[src/rtl/cam_rule_writer_pkg.sv]
// Shared types for the CAM rule writer: request opcodes, response codes and FSM states.
package cam_pkg;

    typedef enum logic {
        OP_INSERT = 1'b0,
        OP_DELETE = 1'b1
    } op_e;

    typedef enum logic [1:0] {
        ST_OK     = 2'b00,
        ST_MISS   = 2'b01,
        ST_SHADOW = 2'b10,
        ST_STALE  = 2'b11
    } status_e;

    typedef enum logic [2:0] {
        S_IDLE  = 3'd0,
        S_WRITE = 3'd1,
        S_GAP   = 3'd2,
        S_PROBE = 3'd3,
        S_RESP  = 3'd4
    } state_e;

endpackage

[src/rtl/cam_rule_writer_if.sv]
// Rule request/response port between the control-plane rule manager (master) and the writer (slave).
interface cam_rule_writer_if #(
    parameter int AW     = 6,
    parameter int WIDTH  = 36,
    parameter int KBIT_W = 16
);
    logic              reqValid;
    logic              reqReady;
    logic              reqOp;
    logic [AW-1:0]     reqAddr;
    logic [WIDTH-1:0]  reqPatt;
    logic [WIDTH-1:0]  reqMask;
    logic [KBIT_W-1:0] reqKbit;
    logic              rspValid;
    logic              rspReady;
    logic [1:0]        rspStatus;
    logic [AW-1:0]     rspAddr;

    modport master (
        output reqValid, reqOp, reqAddr, reqPatt, reqMask, reqKbit, rspReady,
        input  reqReady, rspValid, rspStatus, rspAddr
    );

    modport slave (
        input  reqValid, reqOp, reqAddr, reqPatt, reqMask, reqKbit, rspReady,
        output reqReady, rspValid, rspStatus, rspAddr
    );
endinterface

[src/rtl/cam_rule_writer.sv]
// Sole writer of fpga_cam: holds the write port stable for the update window, optionally
// probes the match port to confirm the rule, then returns a status response.
//   state   | meaning
//   IDLE    | waiting for a request, reqReady high
//   WRITE   | wEn high, write fields stable, UPD_CYCLES long
//   GAP     | one cycle with wEn low before probing
//   PROBE   | mPatt driven, MATCH_LAT cycles until match/mAddr are sampled
//   RESP    | response held until rspReady
module cam_rule_writer
    import cam_pkg::*;
#(
    parameter int DEPTH      = 64,
    parameter int WIDTH      = 36,
    parameter int KBIT_W     = 16,
    parameter int UPD_CYCLES = 64,
    parameter int MATCH_LAT  = 2,
    parameter int VERIFY     = 1,
    localparam int AW        = $clog2(DEPTH)
) (
    input  logic               clk,
    input  logic               rst_n,
    cam_rule_writer_if.slave   rif,
    output logic               busy,
    output logic               wEn,
    output logic [AW-1:0]      wAddr,
    output logic [WIDTH-1:0]   wPatt,
    output logic [WIDTH-1:0]   wMask,
    output logic [KBIT_W-1:0]  wKbit,
    output logic [WIDTH-1:0]   mPatt,
    input  logic               match,
    input  logic [AW-1:0]      mAddr
);
    localparam int CW = $clog2(UPD_CYCLES + 1);

    state_e            state_q, state_d;
    logic [CW-1:0]     cnt_q, cnt_d;
    op_e               op_q, op_d;
    logic              wen_q, wen_d;
    logic [AW-1:0]     waddr_q, waddr_d;
    logic [WIDTH-1:0]  wpatt_q, wpatt_d;
    logic [WIDTH-1:0]  wmask_q, wmask_d;
    logic [KBIT_W-1:0] wkbit_q, wkbit_d;
    logic [WIDTH-1:0]  mpatt_q, mpatt_d;
    logic              rsp_valid_q, rsp_valid_d;
    status_e           rsp_status_q, rsp_status_d;
    logic [AW-1:0]     rsp_addr_q, rsp_addr_d;
    status_e           probe_status;
    logic              hit_self;

    always_comb begin
        hit_self = match && (mAddr == waddr_q);
        if (op_q == OP_INSERT)
            probe_status = hit_self ? ST_OK : (match ? ST_SHADOW : ST_MISS);
        else
            probe_status = hit_self ? ST_STALE : ST_OK;
    end

    always_comb begin
        state_d      = state_q;
        cnt_d        = cnt_q;
        op_d         = op_q;
        wen_d        = 1'b0;
        waddr_d      = waddr_q;
        wpatt_d      = wpatt_q;
        wmask_d      = wmask_q;
        wkbit_d      = wkbit_q;
        mpatt_d      = mpatt_q;
        rsp_valid_d  = rsp_valid_q;
        rsp_status_d = rsp_status_q;
        rsp_addr_d   = rsp_addr_q;
        case (state_q)
            S_IDLE: begin
                if (rif.reqValid) begin
                    state_d = S_WRITE;
                    cnt_d   = CW'(UPD_CYCLES - 1);
                    op_d    = op_e'(rif.reqOp);
                    wen_d   = 1'b1;
                    waddr_d = rif.reqAddr;
                    wpatt_d = rif.reqPatt;
                    wmask_d = rif.reqMask;
                    wkbit_d = (rif.reqOp == OP_DELETE) ? '0 : rif.reqKbit;
                end
            end
            S_WRITE: begin
                if (cnt_q == '0) begin
                    state_d = S_GAP;
                end else begin
                    cnt_d = cnt_q - CW'(1);
                    wen_d = 1'b1;
                end
            end
            S_GAP: begin
                if (VERIFY != 0) begin
                    state_d = S_PROBE;
                    cnt_d   = CW'(MATCH_LAT - 1);
                    mpatt_d = wpatt_q & ~wmask_q;
                end else begin
                    state_d      = S_RESP;
                    rsp_valid_d  = 1'b1;
                    rsp_status_d = ST_OK;
                    rsp_addr_d   = waddr_q;
                end
            end
            S_PROBE: begin
                if (cnt_q == '0) begin
                    state_d      = S_RESP;
                    rsp_valid_d  = 1'b1;
                    rsp_status_d = probe_status;
                    rsp_addr_d   = (op_q == OP_INSERT) ? mAddr : waddr_q;
                end else begin
                    cnt_d = cnt_q - CW'(1);
                end
            end
            S_RESP: begin
                if (rif.rspReady) begin
                    state_d     = S_IDLE;
                    rsp_valid_d = 1'b0;
                end
            end
            default: state_d = S_IDLE;
        endcase
    end

    always_ff @(posedge clk or negedge rst_n) begin
        if (!rst_n) begin
            state_q      <= S_IDLE;
            cnt_q        <= '0;
            op_q         <= OP_INSERT;
            wen_q        <= 1'b0;
            waddr_q      <= '0;
            wpatt_q      <= '0;
            wmask_q      <= '0;
            wkbit_q      <= '0;
            mpatt_q      <= '0;
            rsp_valid_q  <= 1'b0;
            rsp_status_q <= ST_OK;
            rsp_addr_q   <= '0;
        end else begin
            state_q      <= state_d;
            cnt_q        <= cnt_d;
            op_q         <= op_d;
            wen_q        <= wen_d;
            waddr_q      <= waddr_d;
            wpatt_q      <= wpatt_d;
            wmask_q      <= wmask_d;
            wkbit_q      <= wkbit_d;
            mpatt_q      <= mpatt_d;
            rsp_valid_q  <= rsp_valid_d;
            rsp_status_q <= rsp_status_d;
            rsp_addr_q   <= rsp_addr_d;
        end
    end

    assign rif.reqReady  = (state_q == S_IDLE);
    assign rif.rspValid  = rsp_valid_q;
    assign rif.rspStatus = rsp_status_q;
    assign rif.rspAddr   = rsp_addr_q;
    assign busy          = (state_q != S_IDLE);
    assign wEn           = wen_q;
    assign wAddr         = waddr_q;
    assign wPatt         = wpatt_q;
    assign wMask         = wmask_q;
    assign wKbit         = wkbit_q;
    assign mPatt         = mpatt_q;

endmodule

[src/flat_wrapper.sv]
// flat-port wrapper written by rule: the top's interface ports become plain ports
module cam_rule_writer_flat import cam_pkg::*;
#(
    parameter int DEPTH      = 64,
    parameter int WIDTH      = 36,
    parameter int KBIT_W     = 16,
    parameter int UPD_CYCLES = 64,
    parameter int MATCH_LAT  = 2,
    parameter int VERIFY     = 1,
    localparam int AW        = $clog2(DEPTH)
)
  (clk, rst_n, busy, wEn, wAddr, wPatt, wMask, wKbit, mPatt, match, mAddr, rif_reqValid, rif_reqOp, rif_reqAddr, rif_reqPatt, rif_reqMask, rif_reqKbit, rif_rspReady, rif_reqReady, rif_rspValid, rif_rspStatus, rif_rspAddr);
  cam_rule_writer_if #(.WIDTH(WIDTH), .KBIT_W(KBIT_W)) rif_i ();
  input  logic clk;
  input  logic rst_n;
  output logic busy;
  output logic wEn;
  output logic [AW-1:0] wAddr;
  output logic [WIDTH-1:0] wPatt;
  output logic [WIDTH-1:0] wMask;
  output logic [KBIT_W-1:0] wKbit;
  output logic [WIDTH-1:0] mPatt;
  input  logic match;
  input  logic [AW-1:0] mAddr;
  input wire logic [$bits(rif_i.reqValid)-1:0] rif_reqValid;
  input wire logic [$bits(rif_i.reqOp)-1:0] rif_reqOp;
  input wire logic [$bits(rif_i.reqAddr)-1:0] rif_reqAddr;
  input wire logic [$bits(rif_i.reqPatt)-1:0] rif_reqPatt;
  input wire logic [$bits(rif_i.reqMask)-1:0] rif_reqMask;
  input wire logic [$bits(rif_i.reqKbit)-1:0] rif_reqKbit;
  input wire logic [$bits(rif_i.rspReady)-1:0] rif_rspReady;
  output wire logic [$bits(rif_i.reqReady)-1:0] rif_reqReady;
  output wire logic [$bits(rif_i.rspValid)-1:0] rif_rspValid;
  output wire logic [$bits(rif_i.rspStatus)-1:0] rif_rspStatus;
  output wire logic [$bits(rif_i.rspAddr)-1:0] rif_rspAddr;
  assign rif_i.reqValid = rif_reqValid;
  assign rif_i.reqOp = rif_reqOp;
  assign rif_i.reqAddr = rif_reqAddr;
  assign rif_i.reqPatt = rif_reqPatt;
  assign rif_i.reqMask = rif_reqMask;
  assign rif_i.reqKbit = rif_reqKbit;
  assign rif_i.rspReady = rif_rspReady;
  assign rif_reqReady = rif_i.reqReady;
  assign rif_rspValid = rif_i.rspValid;
  assign rif_rspStatus = rif_i.rspStatus;
  assign rif_rspAddr = rif_i.rspAddr;
  cam_rule_writer #(.DEPTH(DEPTH), .WIDTH(WIDTH), .KBIT_W(KBIT_W), .UPD_CYCLES(UPD_CYCLES), .MATCH_LAT(MATCH_LAT), .VERIFY(VERIFY)) u_core (.clk(clk), .rst_n(rst_n), .rif(rif_i), .busy(busy), .wEn(wEn), .wAddr(wAddr), .wPatt(wPatt), .wMask(wMask), .wKbit(wKbit), .mPatt(mPatt), .match(match), .mAddr(mAddr));
endmodule
[config.mk]
export PLATFORM = sky130hd
export DESIGN_NAME = cam_rule_writer_flat
export DESIGN_NICKNAME = d
export VERILOG_FILES = /design/src/rtl/cam_rule_writer_pkg.sv /design/src/rtl/cam_rule_writer_if.sv /design/src/rtl/cam_rule_writer.sv /design/src/flat_wrapper.sv
export SDC_FILE = /design/constraint.sdc
export NUM_CORES = 1
export LEC_CHECK = 0
export CAP_MARGIN = 30
export CORE_ASPECT_RATIO = 0.5
export CORE_MARGIN = 3
export CORE_UTILIZATION = 44
export DETAILED_ROUTE_END_ITERATION = 10
export PLACE_DENSITY_LB_ADDON = 0.25
export REMOVE_ABC_BUFFERS = 1
export SYNTH_ARGS = -nofsm -noshare
export SYNTH_HDL_FRONTEND = slang
export SYNTH_SLANG_ARGS = --single-unit
[constraint.sdc]
create_clock -name clk -period 2.05 [get_ports clk]
set_clock_uncertainty 0.05 [all_clocks]
set_input_delay 0.3075 -clock clk [delete_from_list [all_inputs] [get_ports clk]]
set_output_delay 0.3075 -clock clk [all_outputs]
set_load 0.01 [all_outputs]
# --- Word-level counts from Yosys, hierarchy flattened ---
# Index checks and enable logic that the tools add are counted.
totals:
  register_bits: 151
  out_inout_bits: 142
classes:
  n_addsub: 1
  eq_ne: 10
  n_mux: 20
  bitwise: 2
  reduce_logical: 12
ops:
  columns: ["cell", "count"]
  rows:
  - ["$and 36x36->36", 1]
  - ["$not 36->36", 1]
  - ["$pmux 7 s3", 1]
  - ["$mux 16", 1]
  - ["$pmux 3 s5", 1]
  - ["$mux 7", 2]
  - ["$mux 3", 4]
  - ["$mux 2", 4]
  - ["$logic_not 7->1", 1]
  - ["$sub 7x1->7 const B", 1]
  - ["$eq 3x2->1 const B", 2]
  - ["$eq 6x6->1", 1]
  - ["$mux 6", 1]
  - ["$ne 2x2->1 const B", 3]
  - ["$reduce_and 3->1", 2]
  - ["$reduce_bool 3->1", 2]
  - ["$mux 1", 4]
  - ["$ne 2x1->1 const B", 2]
  - ["$pmux 1 s2", 2]
  - ["$reduce_and 2->1", 2]
  - ["$reduce_and 4->1", 1]
  - ["$eq 3x1->1 const B", 1]
  - ["$eq 3x3->1 const B", 1]
  - ["$logic_not 3->1", 1]
  - ["3 further kinds", 3]

# --- Longest topological paths before layout ---
# Gate-level depths: netlist of run 1.
depth:
  word_depth: 4
  depth_mapped: 9
  ltp_nobuf: 6

# --- Least setup slack after synthesis of run 1 ---
# OpenSTA, ideal clock, no wires.
synth_timing:
  path_type: "flip-flop to flip-flop"
  from: "register u_core.state_q[2]"
  to: "register u_core.wmask_q[0], in the netlist u_core.wMask[0]"
  setup_ps: 125
  arrival_time_ps: 1584
  setup_slack_ps: 292
  path_stages_with_launch: 9
  n_path_buf: 3
  period_less_slack_ps: 1758
  cell_sequence: "dfrtp_1 > buf_2 > inv_1 > nand2_1 > inv_1 > nand2_1 > buf_2 > buf_6 > mux2_2"
synth_between:
  elab_chain_cells: 2
synth_rtl:
  columns: ["element", "line", "text"]
  rows:
  - ["start: declaration", "cam_rule_writer.sv:35", "state_e state_q, state_d;"]
  - ["start signal: assignment", "cam_rule_writer.sv:139", "state_q <= state_d;"]
  - ["$logic_not 3->1", null, null]
  - ["net rif_reqReady", "flat_wrapper.sv:32", "output wire logic [$bits(rif_i.reqReady)-1:0] rif_reqReady;"]
  - ["$reduce_and 2->1 (no source line)", null, null]
  - ["end signal: assignment", "cam_rule_writer.sv:145", "wmask_q <= wmask_d;"]
  - ["end: declaration", "cam_rule_writer.sv:41", "logic [WIDTH-1:0] wmask_q, wmask_d;"]
# The timed path passes the listed nets, and every way through them passes these cells.
# A chain may end at the register's enable or synchronous reset.

# --- Worst setup path after layout of run 1 ---
layout_timing:
  from: "register u_core.state_q[1]"
  to: "output port busy"
layout_between:
  elab_chain_cells: 1
layout_rtl:
  columns: ["element", "line", "text"]
  rows:
  - ["$reduce_bool 3->1", "cam_rule_writer.sv:158", "assign busy = (state_q != S_IDLE);"]
  - ["end: declaration", "flat_wrapper.sv:16", "output logic busy;"]
# No other way between the ends.

==> results of run 1 <==
## what timing repair did
| item | 4_1_cts | 5_1_grt |
|---|---|---|
| endpoints found under the setup margin | 1 | 0 |
| endpoints found under the hold margin | 151 | 0 |
| hold buffers | 1 | 0 |
| resized for setup | 1 | 0 |
## area by class of cell
| cell class | count | area (µm²) | area share (%) |
|---|---|---|---|
| timing repair buffer | 258 | 2620 | 27.61 |
| sequential | 151 | 3779 | 39.82 |
| inverter | 6 | 22.52 | 0.2373 |
| clock buffer | 19 | 452.9 | 4.773 |
| clock inverter | 13 | 112.6 | 1.187 |
| tap | 192 | 240.2 | 2.531 |
| multi-input combinational | 327 | 2263 | 23.85 |
## power by group
group	leakage (nW)	total (W)	switching, W	internal, W
clock	0.274	0.00297	0.00132	0.00165
combinational	1.91	0.00489	0.00181	0.00308
sequential	1.90	0.00502	0.000866	0.00415
total	4.08	0.0129	0.00399	0.00888
## logic make-up (layout without fill, tap and decap cells)
family	count (synthesis)	in the layout	synth area share [%]
adder cells (fa/ha/maj)	2	2	0.4019
buffers and inverters	33	296	3.115
multiplexers	86	86	15.41
XOR/XNOR	8	8	1.125
AND/OR/NAND/NOR	154	154	12.64
flip-flops	151	151	60.69
AO/OA/AOI/OAI	77	77	6.612
## worst max-delay path by stage
stage          cells past startpoint              end  slack [ns]              start
6_report                           3             busy        0.20  u_core.state_q[1]
5_1_grt                            7  u_core.cnt_q[3]        0.07    u_core.cnt_q[0]
4_1_cts                            3             busy        0.18  u_core.state_q[1]
3_5_place_dp                       4  u_core.wPatt[5]        0.23       rif_reqValid
3_3_place_gp                       4  u_core.wPatt[0]        0.24       rif_reqValid
2_1_floorplan                      5      u_core.op_q       -1.49  u_core.state_q[2]
## tightest hold or removal path, cell delays in order
cell and delay [ns]:
dlygate4sd3_1 0.54, buf_6 0.12, buf_12 0.28
## flip-flops by register name, summed over array words and instances, names as in the netlist
register	count
u_core.wEn	1
u_core.rif.rspValid	1
u_core.wPatt	36
u_core.wAddr	6
u_core.op_q	1
u_core.rif.rspAddr	6
u_core.mPatt	36
u_core.rif.rspStatus	2
u_core.wKbit	16
u_core.state_q	3
u_core.cnt_q	7
u_core.wMask	36
## placed cells by master, fill, tap and decap left out, types with 2 or more instances in the layout
master           Yosys  layout
clkdlybuf4s50_1      0     245
dfrtp_1            151     151
mux2_2              79      79
nand2_1             66      64
o21ai_0             58      58
nand2b_1            53      53
clkbuf_16            0      17
nor2_1              10      10
a21oi_1              9       9
mux2i_1              7       7
inv_1                6       6
xnor2_1              6       6
nor3_1               5       5
clkinv_4             0       5
buf_4                0       5
buf_12               0       5
nor2b_1              4       4
inv_6                0       3
or3_1                2       2
and3_1               2       2
nor3b_1              2       2
o21ai_1              2       2
nand3_1              2       2
a311oi_1             2       2
xor2_1               2       2
ha_1                 2       2
clkbuf_8             0       2
inv_8                0       2
clkinvlp_4           0       2
## metal layers
metal  share of wire (%)  up-vias  global-route usage (%)
li1                    -     2240                       -
met1                  40     2291                   24.00
met2                  53      115                   36.39
met3                 5.2       21                   6.034
met4                 1.9        0                   5.816
met5                   0        -                       0
## metrics by stage
stage | setup WS (ns) | instance area [µm²] | power [W]
final | 0.2006 | 9490 | 0.01288
after global routing | 0.06667 | 9490 | 0.01366
after CTS | 0.1827 | 9490 | 0.01304
after detailed placement | 0.2252 | 8916 | 0.01001
after global placement | 0.2355 | 8916 | 0.009862
after floorplan | -1.493 | 6055 | 0.007031
==> impl_metrics.csv, run 1 <==
group,metric,value,unit
logic_synthesis,synthFlopType,"dfrtp_1",
layout,antennaDiodeCount,0,
sta,slew_violations,0,
sta,setup_tns,0,ns
worst_setup_path,crit_chain,"nor2_1 > nand2_1 > clkdlybuf4s50_1",
worst_setup_path,reg2reg_depth,7,
clock_tree,root_buffer,"clkbuf_16",
worst_setup_path,max_stage_delay,0.49,ns
sta,period_minus_slack,1.849,ns
logic_synthesis,synth_edf_count,0,
route,drtAntennaViolNets,0,
die,io_pins,248,
logic_synthesis,yosys_warnings,0,
worst_setup_path,crit_buf_inv,1,
die,die_h,90.12,µm
logic_synthesis,synthTopCellsByArea,"dfrtp_1 61%, mux2_2 14%, nand2b_1 5.3%, o21ai_0 4.7%, nand2_1 4.0%",
layout,utilization,69.27,%
sta,worstMarginPinSlew,0.5867,ns
die,core_area,13700,µm²
die,dieArea,15700,µm²
die,placementRows,30,
clock_tree,cts_tree,"done",
route,dr.pass1.iters,4,
route,route.detailed.drc,0,
logic_synthesis,syn-cell-area,6226,µm²
route,routed_wl,15590,µm
sta,whs,0.3890,ns
logic_synthesis,synth_cell_types,38,
worst_hold_path,hp-class,"input port to asynchronous set/reset pin",
clock_tree,cts_made_buffers,17,
grt,grt_pass1_wl,25470,µm
logic_synthesis,synth_cells,511,
worst_setup_path,critPathRequiredTime,1.69,ns
status,status,"complete, no violations",
worst_setup_path,r2r-start,"u_core.cnt_q[0]",
logic_synthesis,ys_seq_area_share,60.69,%
sta,fin_crit_sh,90.21,%
place,numPortBuffers,247,
worst_setup_path,endpoint_kind,"output pin",
route,drt_iter0_markers,267,
layout,nFillCells,1029,
logic_synthesis,yosys.area.top_type,"dfrtp_1",
logic_synthesis,synth_top_area_share,60.69,%
power_and_ir_drop,p_leak,4.082,nW
worst_setup_path,path_delay_family,"buffers and inverters",
route,routedWlPerCell,16.14,µm
grt,grt-ovfl-total,0,
worst_setup_path,slowest_stage,"clkdlybuf4s50_1",
route,vias_per_cell,4.831,
grt,antenna_found_initial,0,
worst_setup_path,rrSetupSlack,0.24,ns
worst_setup_path,worst_ep_arrival_time,1.49,ns
sta,max_slew_margin,60.76,%
worst_setup_path,worstSetupPathType,"register to output pin",
clock_tree,post_cts_buffers,0,
clock_tree,insertion_delay,0.41,ns
place,dp_cells,933,
layout,drive_gt1_share,16.41,%
sta,rsz0062_at_grt,"no",
die,die_w,174.2,µm
grt,grt_pass1_vias,4822,
sta,setup_viol,0,
power_and_ir_drop,power_per_cell_area,1357,nW/µm²
layout,syn_to_final_growth,52.43,%
worst_setup_path,r2r-end,"u_core.cnt_q[3]",
clock_tree,clock-sinks,151,
logic_synthesis,async_reset_ff_share,100.0,%
logic_synthesis,synth.most_common_cell,"dfrtp_1",
clock_tree,clockBufferDepth,2,
worst_setup_path,cp_max_fo,2,
clock_tree,htree_num_levels,4,
logic_synthesis,synth_top_cells_by_count,"151 x dfrtp_1, 79 x mux2_2, 66 x nand2_1",
grt,grt_max_degree,90,
run,cap_viol_max_count,0,
power_and_ir_drop,irDropWorstVdd,0.6310,mV
sta,hold_viol_final,0,
logic_synthesis,synth_seq_cells,151,
layout,layoutNonFillerInstCount,966,
worst_setup_path,cp-start-kind,"register",
route,vias,4667,
die,initial_core_util,45.44,%
layout,nets,869,
clock_tree,clk_pin_slew,0.07,ns
place,gp_congestion,0.7604,
place,hpwl,11000,µm
logic_synthesis,avgSynthCellArea,12.18,µm²
grt,grt_usage,20.39,%
sta,fmax,0.5407,GHz
Note: power is estimated with default switching activity, not from simulation.
==> run 2, diff against run 1 <==
--- a/config.mk
+++ b/config.mk
@@ -12,4 +12,5 @@
 export DETAILED_ROUTE_END_ITERATION = 10
 export PLACE_DENSITY_LB_ADDON = 0.25
+export RECOVER_POWER = 50
 export REMOVE_ABC_BUFFERS = 1
 export SYNTH_ARGS = -nofsm -noshare
--- a/constraint.sdc
+++ b/constraint.sdc
@@ -3,3 +3,3 @@
 set_input_delay 0.3075 -clock clk [delete_from_list [all_inputs] [get_ports clk]]
 set_output_delay 0.3075 -clock clk [all_outputs]
-set_load 0.01 [all_outputs]
+set_load 0.1 [all_outputs]
==> run 2 against run 1 <==
First-iteration DRC count shrank 28%. Sequential share of layout area grew 2.0 points. Die area is the same. Critical path depth grew 3. Wire length grew 1.5%. Utilization shrank 3.4 points. Non-clock buffer count grew 4. Global-route usage grew 0.37 points. Sequential cell count is the same. Maximum frequency shrank 1.7%. Register-to-register slack lost 0.07 ns. Largest cell class unchanged.
==> impl_metrics.csv, run 2 (synthesis gave the netlist of run 1 again) <==
group,metric,value,unit
grt,antenna_found_initial,0,
sta,slew_violations,0,
worst_setup_path,r2r-end,"u_core.cnt_q[4]",
route,dr.pass1.iters,5,
worst_setup_path,max_stage_delay,0.38,ns
layout,nets,873,
die,placementRows,30,
clock_tree,post_cts_buffers,0,
die,dieArea,15700,µm²
route,drt_iter0_markers,192,
clock_tree,clk_pin_slew,0.06,ns
worst_setup_path,critPathRequiredTime,2.33,ns
layout,drive_gt1_share,34.83,%
grt,grt-ovfl-total,0,
die,core_area,13700,µm²
clock_tree,cts_tree,"done",
place,hpwl,11650,µm
sta,fin_crit_sh,91.82,%
worst_setup_path,worstSetupPathType,"register to register",
worst_setup_path,cp_max_fo,14,
clock_tree,cts_made_buffers,17,
status,status,"complete, no violations",
die,initial_core_util,45.44,%
route,route.detailed.drc,0,
grt,grt_max_degree,51,
place,gp_congestion,0.7899,
place,numPortBuffers,247,
clock_tree,insertion_delay,0.41,ns
worst_hold_path,hp-class,"input port to register",
run,cap_viol_max_count,0,
route,routed_wl,15820,µm
layout,layoutNonFillerInstCount,970,
sta,hold_viol_final,0,
sta,period_minus_slack,1.882,ns
die,die_h,90.12,µm
grt,grt_pass1_vias,4866,
worst_setup_path,crit_buf_inv,2,
grt,grt_pass1_wl,25960,µm
die,die_w,174.2,µm
sta,setup_viol,0,
clock_tree,clockBufferDepth,2,
die,io_pins,248,
worst_setup_path,r2r-start,"u_core.state_q[0]",
sta,max_slew_margin,44.73,%
route,vias_per_cell,4.855,
clock_tree,clock-sinks,151,
worst_setup_path,crit_chain,"clkbuf_1 > and4_1 > buf_4 > nor3_4 > o21ai_1 > a21oi_1",
layout,regArea,3779,µm²
layout,final_common_cell,"dfrtp_1",
layout,nFillCells,1127,
worst_hold_path,holdPathStages,3,
worst_hold_path,worstHoldStart,"rif_reqKbit[11]",
layout,syn_to_final_growth,44.98,%
worst_setup_path,reg2reg_depth,6,
worst_setup_path,slowest_stage,"dfrtp_1",
worst_setup_path,path_delay_family,"simple AND/OR/NAND/NOR gates",
worst_setup_path,cp-start-kind,"register",
layout,antennaDiodeCount,0,
clock_tree,htree_num_levels,4,
layout,multi_input_area,2263,µm²
sta,fmax,0.5313,GHz
route,routedWlPerCell,16.31,µm
place,dp_cells,937,
worst_setup_path,worst_ep_arrival_time,2.16,ns
route,vias,4709,
grt,grt_usage,20.76,%
worst_hold_path,worst_hold_path.endpoint,"u_core.wKbit[11]",
route,drtAntennaViolNets,0,
clock_tree,root_buffer,"clkbuf_16",
worst_setup_path,rrSetupSlack,0.17,ns
worst_setup_path,endpoint_kind,"register",
layout,layout_common_cells,"151 x dfrtp_1, 104 x clkdlybuf4s50_1, 79 x mux2_2",
sta,rsz0062_at_grt,"no",
sta,worstMarginPinSlew,0.8291,ns
-- run 2: cell count changes in the layout (fill, tap and decap cells not counted), moves of 2 or more --
| cell | before | now |
|---|---|---|
| bufinv_16 | 0 | 3 |
| clkbuf_1 | 0 | 2 |
| inv_6 | 3 | 1 |
| clkdlybuf4s50_1 | 245 | 104 |
| clkbuf_2 | 0 | 73 |
| buf_4 | 5 | 77 |
-- run 2: cell type report --
| class | count | share of cell area, % |
|---|---|---|
| clock buffer | 19 | 4.907 |
| clock inverter | 13 | 1.913 |
| inverter | 6 | 0.2495 |
| multi-input combinational | 327 | 25.08 |
| sequential | 151 | 41.86 |
| tap | 192 | 2.661 |
| timing repair buffer | 262 | 23.33 |
-- run 2: worst register-to-register path, delay by kind of cell (launching register included) --
| family | cells | cell delay (ns) |
|---|---|---|
| flip-flops | 1 | 0.38 |
| buffers and inverters | 2 | 0.45 |
| AO/OA/AOI/OAI | 2 | 0.31 |
| AND/OR/NAND/NOR | 2 | 0.62 |
-- run 2: metal layers --
layer / vias to the layer above / routed length, µm / track usage (%)
met3: 26 / 767 / 5.316
met1: 2317 / 6128 / 23.61
met2: 120 / 8578 / 37.79
li1: 2246 / - / -
met5: - / 0 / 0
met4: 0 / 350 / 7.687
-- run 2: worst max-delay path by stage --
| stage | from | endpoint | slack (ns) | cells past startpoint |
|---|---|---|---|---|
| after floorplan | u_core.state_q[0] | u_core.op_q | -2.94 | 5 |
| after global placement | mAddr[5] | u_core.rif.rspStatus[1] | 0.26 | 6 |
| after detailed placement | u_core.cnt_q[0] | u_core.cnt_q[6] | 0.21 | 7 |
| after CTS | u_core.state_q[0] | rif_reqReady | 0.21 | 4 |
| after global routing | u_core.state_q[0] | u_core.cnt_q[5] | 0.05 | 5 |
| final | u_core.state_q[0] | u_core.cnt_q[4] | 0.17 | 6 |
-- run 2: metrics by stage --
step                TNS (ns)  cell area (µm²)  utilization, %  hold slack [ns]  setup slack, ns
finish                     0             9026           65.88           0.4176           0.1678
global route               0             9026           65.88           0.4265          0.04675
floorplan            -277.10             6055               -         -0.03809           -2.942
detailed placement         0             8603           62.79           0.1652           0.2148
global placement           0             8603           62.79           0.1638           0.2634
CTS                        0             9229           67.36           0.2950           0.2055
-- run 2: timing repair --
action,CTS,global route
gates resized for setup,0,0
hold buffers,1,0
endpoints found under the hold margin,28,0
Power of run 2 is not shown: default switching activity piles up to over one toggle a cycle in this logic, so the estimate is an artifact.
